File: src/rtl/uart_pkg.sv
// Shared types and constants for the parametrised UART.
// Optional parity support is compiled in with the UART_PARITY_EN macro.
package uart_pkg;

    localparam int DEBUG_CLKS_PER_BIT = 5;

    typedef enum logic [2:0] {
        RX_IDLE,
        RX_START,
        RX_DATA,
`ifdef UART_PARITY_EN
        RX_PARITY,
`endif
        RX_STOP,
        RX_BREAK
    } rx_state_t;

    typedef enum logic [2:0] {
        TX_IDLE,
        TX_START,
        TX_DATA,
`ifdef UART_PARITY_EN
        TX_PARITY,
`endif
        TX_STOP
    } tx_state_t;

    // Effective bit period: the debug build runs at a short fixed period.
    function automatic int bitPeriod(input int debug, input int clksPerBit);
        return (debug != 0) ? DEBUG_CLKS_PER_BIT : clksPerBit;
    endfunction

endpackage

File: src/rtl/uart_bit_timer.sv
// Reloadable bit-period down-counter. tick is high while the count is zero;
// a tick auto-reloads PERIOD-1, and load overrides with an arbitrary value.
// A load of value L therefore produces a tick L+1 cycles later.
module uart_bit_timer #(
    parameter int PERIOD = 5,
    parameter int W      = 3
) (
    input  logic         clk,
    input  logic         reset,
    input  logic         load,
    input  logic [W-1:0] loadVal,
    output logic         tick
);

    logic [W-1:0] cnt;

    assign tick = (cnt == '0);

    // Count down, reload on every bit boundary or on an explicit load.
    always_ff @(posedge clk) begin
        if (reset)     cnt <= '0;
        else if (load) cnt <= loadVal;
        else if (tick) cnt <= W'(PERIOD - 1);
        else           cnt <= cnt - 1'b1;
    end

endmodule

File: src/rtl/uart_param.sv
// Parametrised full-duplex UART with synchronised, glitch-filtered RX,
// framing-error reporting and a line-break hold state.
// Define UART_PARITY_EN to add a parity bit in both directions.
module uart_param
    import uart_pkg::*;
#(
    parameter int CLKS_PER_BIT = 868,
    parameter int DATA_BITS    = 8,
    parameter int STOP_BITS    = 1,
    parameter int DEBUG        = 0,
    parameter int ODD_PARITY   = 0
) (
    input  logic                 clk,
    input  logic                 reset,
    input  logic                 rxd,
    output logic                 txd,
    output logic [DATA_BITS-1:0] rxData,
    output logic                 dataValid,
    output logic                 frameErr,
    output logic                 parityErr,
    input  logic [DATA_BITS-1:0] txData,
    input  logic                 txSend,
    output logic                 txReady
);

    localparam int P  = bitPeriod(DEBUG, CLKS_PER_BIT);
    localparam int TW = $clog2(P);
    localparam int BW = $clog2(DATA_BITS + 1);
    localparam logic [TW-1:0] RELOAD = TW'(P - 1);
    localparam logic [TW-1:0] HALF   = TW'(P / 2 - 1);
    localparam logic [BW-1:0] LAST   = BW'(DATA_BITS - 1);

    // ---------------- RX ----------------
    rx_state_t            rxState, rxNext;
    logic                 rxMeta, rxs;
    logic                 rxLoad, rxTick;
    logic [TW-1:0]        rxLoadVal;
    logic [BW-1:0]        rxCnt;
    logic [DATA_BITS-1:0] rxSh;

    uart_bit_timer #(.PERIOD(P), .W(TW)) rxTimer (
        .clk(clk), .reset(reset), .load(rxLoad), .loadVal(rxLoadVal), .tick(rxTick)
    );

    // Two-flop synchroniser; resets to the idle line level.
    always_ff @(posedge clk) begin
        if (reset) begin
            rxMeta <= 1'b1;
            rxs    <= 1'b1;
        end else begin
            rxMeta <= rxd;
            rxs    <= rxMeta;
        end
    end

    // RX state register.
    always_ff @(posedge clk) begin
        if (reset) rxState <= RX_IDLE;
        else       rxState <= rxNext;
    end

    // RX next state; the half-period load centres samples mid-bit.
    always_comb begin
        rxNext    = rxState;
        rxLoad    = 1'b0;
        rxLoadVal = RELOAD;
        case (rxState)
            RX_IDLE: if (!rxs) begin
                rxNext    = RX_START;
                rxLoad    = 1'b1;
                rxLoadVal = HALF;
            end
            RX_START: if (rxTick) begin
                if (!rxs) begin
                    rxNext = RX_DATA;
                    rxLoad = 1'b1;
                end else begin
                    rxNext = RX_IDLE;
                end
            end
`ifdef UART_PARITY_EN
            RX_DATA:   if (rxTick && rxCnt == LAST) rxNext = RX_PARITY;
            RX_PARITY: if (rxTick) rxNext = RX_STOP;
`else
            RX_DATA:   if (rxTick && rxCnt == LAST) rxNext = RX_STOP;
`endif
            RX_STOP:  if (rxTick) rxNext = rxs ? RX_IDLE : RX_BREAK;
            RX_BREAK: if (rxs) rxNext = RX_IDLE;
            default:  rxNext = RX_IDLE;
        endcase
    end

`ifdef UART_PARITY_EN
    logic rxParBit;
`endif

    // RX datapath: shift in data LSB first, publish the word at the stop sample.
    always_ff @(posedge clk) begin
        if (reset) begin
            rxCnt     <= '0;
            rxSh      <= '0;
            rxData    <= '0;
            dataValid <= 1'b0;
            frameErr  <= 1'b0;
`ifdef UART_PARITY_EN
            rxParBit  <= 1'b0;
            parityErr <= 1'b0;
`endif
        end else begin
            dataValid <= 1'b0;
            case (rxState)
                RX_START: rxCnt <= '0;
                RX_DATA: if (rxTick) begin
                    rxSh  <= {rxs, rxSh[DATA_BITS-1:1]};
                    rxCnt <= rxCnt + 1'b1;
                end
`ifdef UART_PARITY_EN
                RX_PARITY: if (rxTick) rxParBit <= rxs;
`endif
                RX_STOP: if (rxTick) begin
                    rxData    <= rxSh;
                    dataValid <= 1'b1;
                    frameErr  <= ~rxs;
`ifdef UART_PARITY_EN
                    parityErr <= (^rxSh) ^ (ODD_PARITY != 0) ^ rxParBit;
`endif
                end
                default: ;
            endcase
        end
    end

`ifndef UART_PARITY_EN
    assign parityErr = 1'b0;
`endif

    // ---------------- TX ----------------
    tx_state_t            txState, txNext;
    logic                 txLoad, txTick;
    logic [BW-1:0]        txCnt;
    logic [DATA_BITS-1:0] txSh;
    logic                 stopCnt;
`ifdef UART_PARITY_EN
    logic                 txPar;
`endif

    uart_bit_timer #(.PERIOD(P), .W(TW)) txTimer (
        .clk(clk), .reset(reset), .load(txLoad), .loadVal(RELOAD), .tick(txTick)
    );

    assign txReady = (txState == TX_IDLE);

    // TX state register.
    always_ff @(posedge clk) begin
        if (reset) txState <= TX_IDLE;
        else       txState <= txNext;
    end

    // TX next state; a request outside IDLE is dropped.
    always_comb begin
        txNext = txState;
        txLoad = 1'b0;
        case (txState)
            TX_IDLE: if (txSend) begin
                txNext = TX_START;
                txLoad = 1'b1;
            end
            TX_START: if (txTick) txNext = TX_DATA;
`ifdef UART_PARITY_EN
            TX_DATA:   if (txTick && txCnt == LAST) txNext = TX_PARITY;
            TX_PARITY: if (txTick) txNext = TX_STOP;
`else
            TX_DATA:   if (txTick && txCnt == LAST) txNext = TX_STOP;
`endif
            TX_STOP: if (txTick && stopCnt == 1'(STOP_BITS - 1)) txNext = TX_IDLE;
            default: txNext = TX_IDLE;
        endcase
    end

    // TX datapath: txd is registered and updated on each bit boundary.
    always_ff @(posedge clk) begin
        if (reset) begin
            txd     <= 1'b1;
            txSh    <= '0;
            txCnt   <= '0;
            stopCnt <= 1'b0;
`ifdef UART_PARITY_EN
            txPar   <= 1'b0;
`endif
        end else begin
            case (txState)
                TX_IDLE: if (txSend) begin
                    txSh    <= txData;
                    txd     <= 1'b0;
                    txCnt   <= '0;
                    stopCnt <= 1'b0;
`ifdef UART_PARITY_EN
                    txPar   <= (^txData) ^ (ODD_PARITY != 0);
`endif
                end
                TX_START: if (txTick) begin
                    txd  <= txSh[0];
                    txSh <= {1'b0, txSh[DATA_BITS-1:1]};
                end
                TX_DATA: if (txTick) begin
                    if (txCnt == LAST) begin
`ifdef UART_PARITY_EN
                        txd <= txPar;
`else
                        txd <= 1'b1;
`endif
                    end else begin
                        txd   <= txSh[0];
                        txSh  <= {1'b0, txSh[DATA_BITS-1:1]};
                        txCnt <= txCnt + 1'b1;
                    end
                end
`ifdef UART_PARITY_EN
                TX_PARITY: if (txTick) txd <= 1'b1;
`endif
                TX_STOP: if (txTick) stopCnt <= stopCnt + 1'b1;
                default: ;
            endcase
        end
    end

endmodule

File: config.mk
export PLATFORM = sky130hd
export DESIGN_NAME = uart_param
export DESIGN_NICKNAME = d
export VERILOG_FILES = /design/src/rtl/uart_pkg.sv /design/src/rtl/uart_bit_timer.sv /design/src/rtl/uart_param.sv
export SDC_FILE = /design/constraint.sdc
export NUM_CORES = 1
export LEC_CHECK = 0
export CAP_MARGIN = 10
export CORE_ASPECT_RATIO = 0.75
export CORE_UTILIZATION = 55
export DETAILED_ROUTE_END_ITERATION = 8
export GPL_ROUTABILITY_DRIVEN = 0
export PLACE_DENSITY_LB_ADDON = 0.12
export SYNTH_ARGS = -nofsm -noshare
export SYNTH_HDL_FRONTEND = slang
export SYNTH_SLANG_ARGS = --single-unit
File: constraint.sdc
create_clock -name clk -period 3.1 [get_ports clk]
set_input_delay 0.62 -clock clk [delete_from_list [all_inputs] [get_ports clk]]
set_output_delay 0.62 -clock clk [all_outputs]
set_load 0.005 [all_outputs]
Yosys cells after proc, flatten, opt, wreduce, memory -nomap -nowiden
Cells that the tools add are included.
Storage, ports and cells
  bits in registers: 64
  bits of input ports: 12
  output and inout port bits: 13
  word-level logic and storage cells: 111
Cells by class
  add/sub/neg operators: 5
  equality and inequality tests: 22
  mux-type cells: 43
  bitwise logic cells: 3
  reductions and logical operators: 22
Operators by type and width (count)
  $mux 10: 6
  $mux 8: 4
  $mux 3: 10
  $ne 2x2->1 const B: 13
  $pmux 8 s3: 1
  $logic_not 10->1: 2
  $sub 10x1->10 const B: 2
  $mux 4: 4
  $pmux 4 s2: 2
  $pmux 3 s5: 1
  $eq 3x2->1 const B: 4
  $pmux 3 s4: 1
  $reduce_and 4->1: 3
  $mux 1: 10
  $reduce_and 5->1: 2
  $add 4x1->4 const B: 2
  $eq 4x3->1 const B: 2
  $eq 3x1->1 const B: 2
  $logic_not 3->1: 2
  $reduce_and 2->1: 3
  $reduce_bool 2->1: 3
  $pmux 1 s2: 2
  $eq 3x3->1 const B: 1
  $logic_and 1x1->1: 3
  8 further kinds: 10

Logic depth before layout (Yosys ltp)
Gate-level depths: netlist (run 1).
  word-level depth: 4
  depth in mapped cells: 9
  depth with buffers taken out: 7

Cells and area by module
Synthesis (run 1) repeated with hierarchy kept, for this count alone.
Unflattened totals
  cell total of the unflattened synthesis: 363
  area, all modules: 3106.7 um^2
By module, submodules not included
  uart_param: times used 1, cells each 231, area an instance 1929.4 um^2, sequential area each 860.8 um^2
  uart_bit_timer at rxTimer: times used 1, cells each 69, area an instance 613.1 um^2, sequential area each 200.2 um^2
  uart_bit_timer at txTimer: times used 1, cells each 63, area an instance 564.3 um^2, sequential area each 200.2 um^2

Least setup slack after synthesis (run 1)
No wires, ideal clock.
  kind: register to register
  start point: register txState[0]
  end point: register txSh[5]
  library setup time: 79 ps
  arrival: 1856 ps
  required time: 3021 ps
  setup slack: 1165 ps
  stages on the path, launching flop included: 10
  buffers on the path: 2
  period minus slack after synthesis: 1935 ps
  cell sequence: dfxtp_1 inv_1 ha_1 clkbuf_1 nor4_1 nand3_1 a311oi_4 buf_6 nor2_1 a211oi_2
On the way
  longest elaborated chain between the ends: 3
  elaborated cells between the ends (all ways): 10
  those cells by class: 6 x eq/ne; 1 x mux; 3 x reduce/logical
Ends and longest elaborated chain
  from (decl): RTL line uart_param.sv:138  | tx_state_t txState, txNext;
  from (signal assigned): RTL line uart_param.sv:156  | else txState <= txNext;
  $eq 3x2->1 (tied with other cells): RTL line uart_param.sv:191  | case (txState)
  $ne 2x2->1 (no source line) / $reduce_bool 3->1 (equally long branches)
  $reduce_and 5->1 (no source line)
  to (signal assigned): RTL line uart_param.sv:193  | txSh <= txData;
  to (signal assigned): RTL line uart_param.sv:203  | txSh <= {1'b0, txSh[DATA_BITS-1:1]};
  to (signal assigned): RTL line uart_param.sv:214  | txSh <= {1'b0, txSh[DATA_BITS-1:1]};
  to (decl): RTL line uart_param.sv:141  | logic [DATA_BITS-1:0] txSh;
Parallel ways exist; a longest one is shown, timed or not.
A chain may end at the register's enable or synchronous reset.

Worst setup path in the final report (run 1)
  start point: register txState[0]
  end point: output txReady
On the way
  longest elaborated chain between the ends: 1
Ends and longest elaborated chain
  $logic_not 3->1: RTL line uart_param.sv:151  | assign txReady = (txState == TX_IDLE);
  to (decl): RTL line uart_param.sv:23  | output logic txReady
No other way between the ends.

==> qor.yml, run 1 <==
floorplan.initialDensity_pct: 57.7
clk_transition_reported_paths_ps: 70
chipWidth_um: 85.0
max_cap_violations: 0
synthesis.nets: 334
endpoint_kind: "output port"
hold_path.class: "flip-flop to flip-flop"
synth_enable_flop_cells: 0
top_cells_by_count_synth: "sky130_fd_sc_hd__dfxtp_1 (63), sky130_fd_sc_hd__nor2_1 (37), sky130_fd_sc_hd__a21oi_1 (29), sky130_fd_sc_hd__nand2_1 (29), sky130_fd_sc_hd__mux2i_1 (17)"
synth.ff_latch_count: 63
critical-path-max-stage-delay_ps: 540
finalCriticalPeriod_ps: 2260
asyncSetResetFlopFracSynth_pct: 0
pre_cts_slack_ps: 814
vias_in_the_first_global_route: 2071
insertion_delay_ps: 340
synth_compound_area_share_pct: 15.0
antenna_violations_before_repair: 0
finalNetCount: 356
synth_top_flop_cell: "sky130_fd_sc_hd__dfxtp_1"
syn-instance-count: 313
numCtsBuffers: 9
required_time_at_the_worst_slack_endpoint_ps: 2480
dr.first_iter.drc_count: 92
vias_per_cell: 5.62
synth_cell_types: 53
most_area_consuming_cells_after_synthesis: "sky130_fd_sc_hd__dfxtp_1 (44%), sky130_fd_sc_hd__mux2i_1 (6.0%), sky130_fd_sc_hd__a21oi_1 (5.1%)"
status: "completed"
io_buffers: 23
root_buffer: "sky130_fd_sc_hd__clkbuf_8"
antenna_left: 0
hold_depth: 1
fp.dieH_um: 64.2
layout-area-overhead-vs-synth_pct: 15.7
floorplan.io_pins: 25
clock.fmax_mhz: 442
total_power_mw: 2.90
share_of_cell_area_taken_by_muxes_after_synthesis_pct: 5.99
data_arrival_time_of_the_worst_path_ps: 1640
globalRouteOverflowTotal: 0
critical_path.startpoint_type: "flip-flop"
grt_util_met3_pct: 7.75
worst_path_max_delay_cell: "sky130_fd_sc_hd__clkdlybuf4s50_1"
yosysWarningCount: 0
synthSimpleGateAreaFrac_pct: 23.3
route.final.wire_length_mm: 5.32
place.detailed.hpwl_mm: 3.66
timing.slew.headroom_pct: 52.4
cts-htree-levels: 3
antennaDiodeCount: 0
leakagePower_nw: 1.25
yosysSeqAreaShare_pct: 44.4
worst_slack_ps: 839
cts_setup_buffers: 0
wl_per_cell_um: 13.3
grt_setup_unrepaired: "false"
post-synth-top-area-cell: "sky130_fd_sc_hd__dfxtp_1"
total_routing_usage_gr_pct: 21.6
number_of_gates_resized_after_cts: 0
wire_length_of_the_first_global_routing_pass_mm: 9.16
ctsLongestPathBuffers: 2
grt_max_degree: 33
hold_viol_final: 0
drive_gt1_share_pct: 9.71
fp.coreArea_um2: 4930
r2r.worst_path.cells: 7
global_route.usage.met2_pct: 33.7
path_class: "flip-flop to output port"
ir_worst_vdd_mv: 0.431
yosys.area.top_type_share_pct: 44.4
synthXorXnorAreaFrac_pct: 4.01
dr_total_vias: 2246
worstPathMaxFanout: 6
finalMaxSlewViolations: 0
met1_track_demand_over_resource_pct: 27.2
cts_hold_repair.buffers: 0
finalSetupViolations: 0
combinational_family_with_the_most_area_after_synthesis: "simple AND/OR/NAND/NOR gates"
syn_area_per_cell_um2: 9.08
tritoncts: "built"
syn-cell-area_um2: 2840
power.density_cell_area_nw_per_um2: 881
fin_setup_tns_ps: 0
clock-sinks: 63
finClkSkew_ps: 9.43
placementRows: 22
num-fill-cells: 424
yosys.area_share.adder_pct: 3.96
fp.dieArea_um2: 5460
detail_route.first_pass.iterations: 4
worstPathCellList: "inv_1 > ha_1 > clkdlybuf4s50_1"
final_min_period_over_clock_period_pct: 72.9
yosysMostFrequentCell: "sky130_fd_sc_hd__dfxtp_1"
grt_most_used_layer: "met2"
tightestPinTransition_ps: 714
drc: 0
## cell families after synthesis
| kind of cell | Yosys count |
|---|---|
| xor gates and xnor gates | 13 |
| other | 1 |
| AOI/OAI and AO/OA | 64 |
| muxes | 17 |
| adders and majority gates | 9 |
| buffers and inverters | 21 |
| and+or+nand+nor | 125 |
| DFF | 63 |
## through the flow
| stage | cell area (um^2) | hold slack, ps | std cells | util [%] |
|---|---|---|---|---|
| 2_1_floorplan | 2840 | 389 | 313 | - |
| 3_3_place_gp | 3090 | 399 | 384 | 62.7 |
| 3_5_place_dp | 3090 | 399 | 384 | 62.7 |
| 4_1_cts | 3290 | 421 | 400 | 66.7 |
| 5_1_grt | 3290 | 454 | 400 | 66.7 |
| 6_report | 3290 | 418 | 400 | 66.7 |
## final timing paths
path                            from  slack, ps                    to
min                rxMeta$_SDFF_PP1_        420        rxs$_SDFF_PP1_
max reg2reg  txState[0]$_SDFFE_PP0P_        860  txSh[6]$_SDFFE_PP0P_
max          txState[0]$_SDFFE_PP0P_        840               txReady
min reg2reg        rxMeta$_SDFF_PP1_        420        rxs$_SDFF_PP1_
## cell usage in the layout (no fill, tap or decap), types with 3 or more instances in the layout
master	count
sky130_fd_sc_hd__nor4_1	3
sky130_fd_sc_hd__clkdlybuf4s50_1	22
sky130_fd_sc_hd__nor3_1	12
sky130_fd_sc_hd__nand2b_1	3
sky130_fd_sc_hd__inv_1	7
sky130_fd_sc_hd__a211oi_1	9
sky130_fd_sc_hd__clkbuf_8	9
sky130_fd_sc_hd__nand4_1	5
sky130_fd_sc_hd__ha_1	9
sky130_fd_sc_hd__nand2_1	29
sky130_fd_sc_hd__or4_1	3
sky130_fd_sc_hd__or3_1	3
sky130_fd_sc_hd__nand3_1	6
sky130_fd_sc_hd__xnor2_1	12
sky130_fd_sc_hd__o21ai_0	5
sky130_fd_sc_hd__a31oi_1	3
sky130_fd_sc_hd__nor2_1	37
sky130_fd_sc_hd__a21oi_1	29
sky130_fd_sc_hd__nor3_2	3
sky130_fd_sc_hd__mux2i_1	17
sky130_fd_sc_hd__dfxtp_1	63
sky130_fd_sc_hd__o31ai_1	5
## power by group
group / internal [mW] / switching (mW) / total [mW]
combinational: 0.485 / 0.592 / 1.08
sequential: 0.967 / 0.157 / 1.12
clock: 0.372 / 0.323 / 0.695
total: 1.82 / 1.07 / 2.90
## layer usage
| metal | up-vias | wire [um] |
|---|---|---|
| met5 | - | 0 |
| met4 | 0 | 19 |
| met3 | 4 | 189 |
| met2 | 34 | 2380 |
| met1 | 1044 | 2730 |
| li1 | 1164 | - |
## registers in the layout, summed over array words and instances, names as in the netlist
| signal | cells |
|---|---|
| rxs | 1 |
| rxMeta | 1 |
| txCnt | 4 |
| frameErr | 1 |
| rxSh | 8 |
| rxData | 8 |
| txTimer.cnt | 10 |
| stopCnt | 1 |
| rxCnt | 4 |
| txd | 1 |
| rxState | 3 |
| txSh | 8 |
| dataValid | 1 |
| rxTimer.cnt | 10 |
| txState | 2 |
## critical path, delay by kind of cell, from the launching register on
| family | cells | cell delay, ps |
|---|---|---|
| adder cells (fa/ha/maj) | 1 | 290 |
| flip-flops | 1 | 350 |
| buffers and inverters | 2 | 660 |
## cell type report
type / count / area, um^2 / area share, %
clock buffers: 9 / 124 / 3.77
clock inverters: 7 / 72.6 / 2.21
well taps: 60 / 75.1 / 2.28
flip-flops and latches: 63 / 1260 / 38.4
multi-input cells: 229 / 1490 / 45.3
inverters: 7 / 26.3 / 0.799
repair buffers: 25 / 240 / 7.31
Note: power is estimated with default switching activity, not from simulation.
==> run 2: changes to the inputs <==
clock period = 2.3 ns   (was 3.1 ns; I/O delays follow)
==> qor.yml, run 2 (synthesized netlist as in run 1, its figures left out) <==
fp.dieArea_um2: 5460
dr.first_iter.drc_count: 180
root_buffer: "sky130_fd_sc_hd__clkbuf_8"
antennaDiodeCount: 0
tightestPinTransition_ps: 707
numCtsBuffers: 9
data_arrival_time_of_the_worst_path_ps: 2330
drc: 0
cts_hold_repair.buffers: 0
layout-area-overhead-vs-synth_pct: 17.6
ctsLongestPathBuffers: 2
tritoncts: "built"
floorplan.initialDensity_pct: 57.7
endpoint_kind: "flip-flop"
max_cap_violations: 0
mostFrequentLayoutCells: "sky130_fd_sc_hd__dfxtp_1 (63), sky130_fd_sc_hd__nor2_1 (37), sky130_fd_sc_hd__nand2_1 (29), sky130_fd_sc_hd__a21oi_1 (29), sky130_fd_sc_hd__clkdlybuf4s50_1 (22)"
worstPathCellList: "inv_1 > ha_1 > nor3b_4 > nand4_4 > a211o_1 > or3_1 > a21oi_1"
clock-sinks: 63
hold_path.class: "flip-flop to flip-flop"
vias_in_the_first_global_route: 2108
insertion_delay_ps: 350
cts-htree-levels: 3
finalNetCount: 362
power.density_cell_area_nw_per_um2: 1200
final_min_period_over_clock_period_pct: 89.5
timing.slew.headroom_pct: 52.9
most_frequent_standard_cell_in_the_layout_excluding_fill_and_tap_cells: "sky130_fd_sc_hd__dfxtp_1"
worst_path_max_delay_cell: "sky130_fd_sc_hd__a211o_1"
cts_setup_buffers: 0
fp.dieH_um: 64.2
fin_setup_tns_ps: 0
antenna_left: 0
globalRouteOverflowTotal: 0
critical_path.startpoint_type: "flip-flop"
clk_transition_reported_paths_ps: 80
wire_length_of_the_first_global_routing_pass_mm: 9.56
drive_gt1_share_pct: 11.3
finClkSkew_ps: 9.87
worstPathMaxFanout: 5
total_routing_usage_gr_pct: 22.7
dp_cells: 390
io_buffers: 23
detail_route.first_pass.iterations: 4
final_instance_count_without_filler_cells: 406
required_time_at_the_worst_slack_endpoint_ps: 2570
total_power_mw: 4.02
largest_registers: "rxTimer.cnt: 10 flops, txTimer.cnt: 10 flops"
fp.coreArea_um2: 4930
hold_viol_final: 0
dr_total_vias: 2263
wl_per_cell_um: 13.3
antenna_violations_before_repair: 0
path_class: "flip-flop to flip-flop"
ir_worst_vdd_mv: 0.591
finalSetupViolations: 0
finalCriticalPeriod_ps: 2060
grt_setup_unrepaired: "false"
hold_depth: 1
clock.fmax_mhz: 486
critical-path-max-stage-delay_ps: 390
finalMaxSlewViolations: 0
route.final.wire_length_mm: 5.41
status: "completed"
number_of_gates_resized_after_cts: 0
chipWidth_um: 85.0
floorplan.io_pins: 25
placementRows: 22
leakagePower_nw: 1.28
grt_max_degree: 40
place.detailed.hpwl_mm: 3.62
vias_per_cell: 5.57
r2r.worst_path.cells: 7
-- run 2: power by group --
part | internal (mW) | total [mW] | switching (mW) | leakage (nW)
Clock | 0.515 | 0.985 | 0.471 | 0.102
Sequential | 1.30 | 1.52 | 0.213 | 0.515
Combinational | 0.703 | 1.52 | 0.817 | 0.664
-- run 2: path summary, 6_finish.rpt --
path	from	endpoint	slack, ps
max	txTimer.cnt[0]$_SDFF_PP0_	txCnt[3]$_SDFFE_PP0P_	240
min	rxMeta$_SDFF_PP1_	rxs$_SDFF_PP1_	420
max reg2reg	txTimer.cnt[0]$_SDFF_PP0_	txCnt[3]$_SDFFE_PP0P_	240
min reg2reg	rxMeta$_SDFF_PP1_	rxs$_SDFF_PP1_	420
-- run 2: cell type report --
class	count	area [um^2]
Fill cell	398	1590
Tap cell	60	75.1
Clock inverter	7	80.1
Clock buffer	9	124
Multi-Input combinational cell	229	1490
Timing Repair Buffer	31	285
Inverter	7	26.3
Sequential cell	63	1260
-- run 2: through the flow --
stage,hold slack (ps),util (%),instance area [um^2],setup slack [ps]
floorplan,389,-,2840,365
global placement,396,63.7,3140,325
detailed placement,399,63.7,3140,284
CTS,420,67.8,3340,248
global route,434,67.8,3340,58.7
finish,421,67.8,3340,242
-- run 2: metal layers --
layer	global-route usage (%)	part of all wire (%)
met1	29.9	51
met2	33.9	43
met3	7.24	5.2
met4	10.2	0.67
met5	0	0
-- run 2: critical path, delay by kind of cell (launching register included) --
kind,cells,cell delay [ps]
buffers and inverters,1,60
AND/OR/NAND/NOR,3,870
AO/OA/AOI/OAI,2,540
adder cells (fa/ha/maj),1,180
flip-flops,1,340
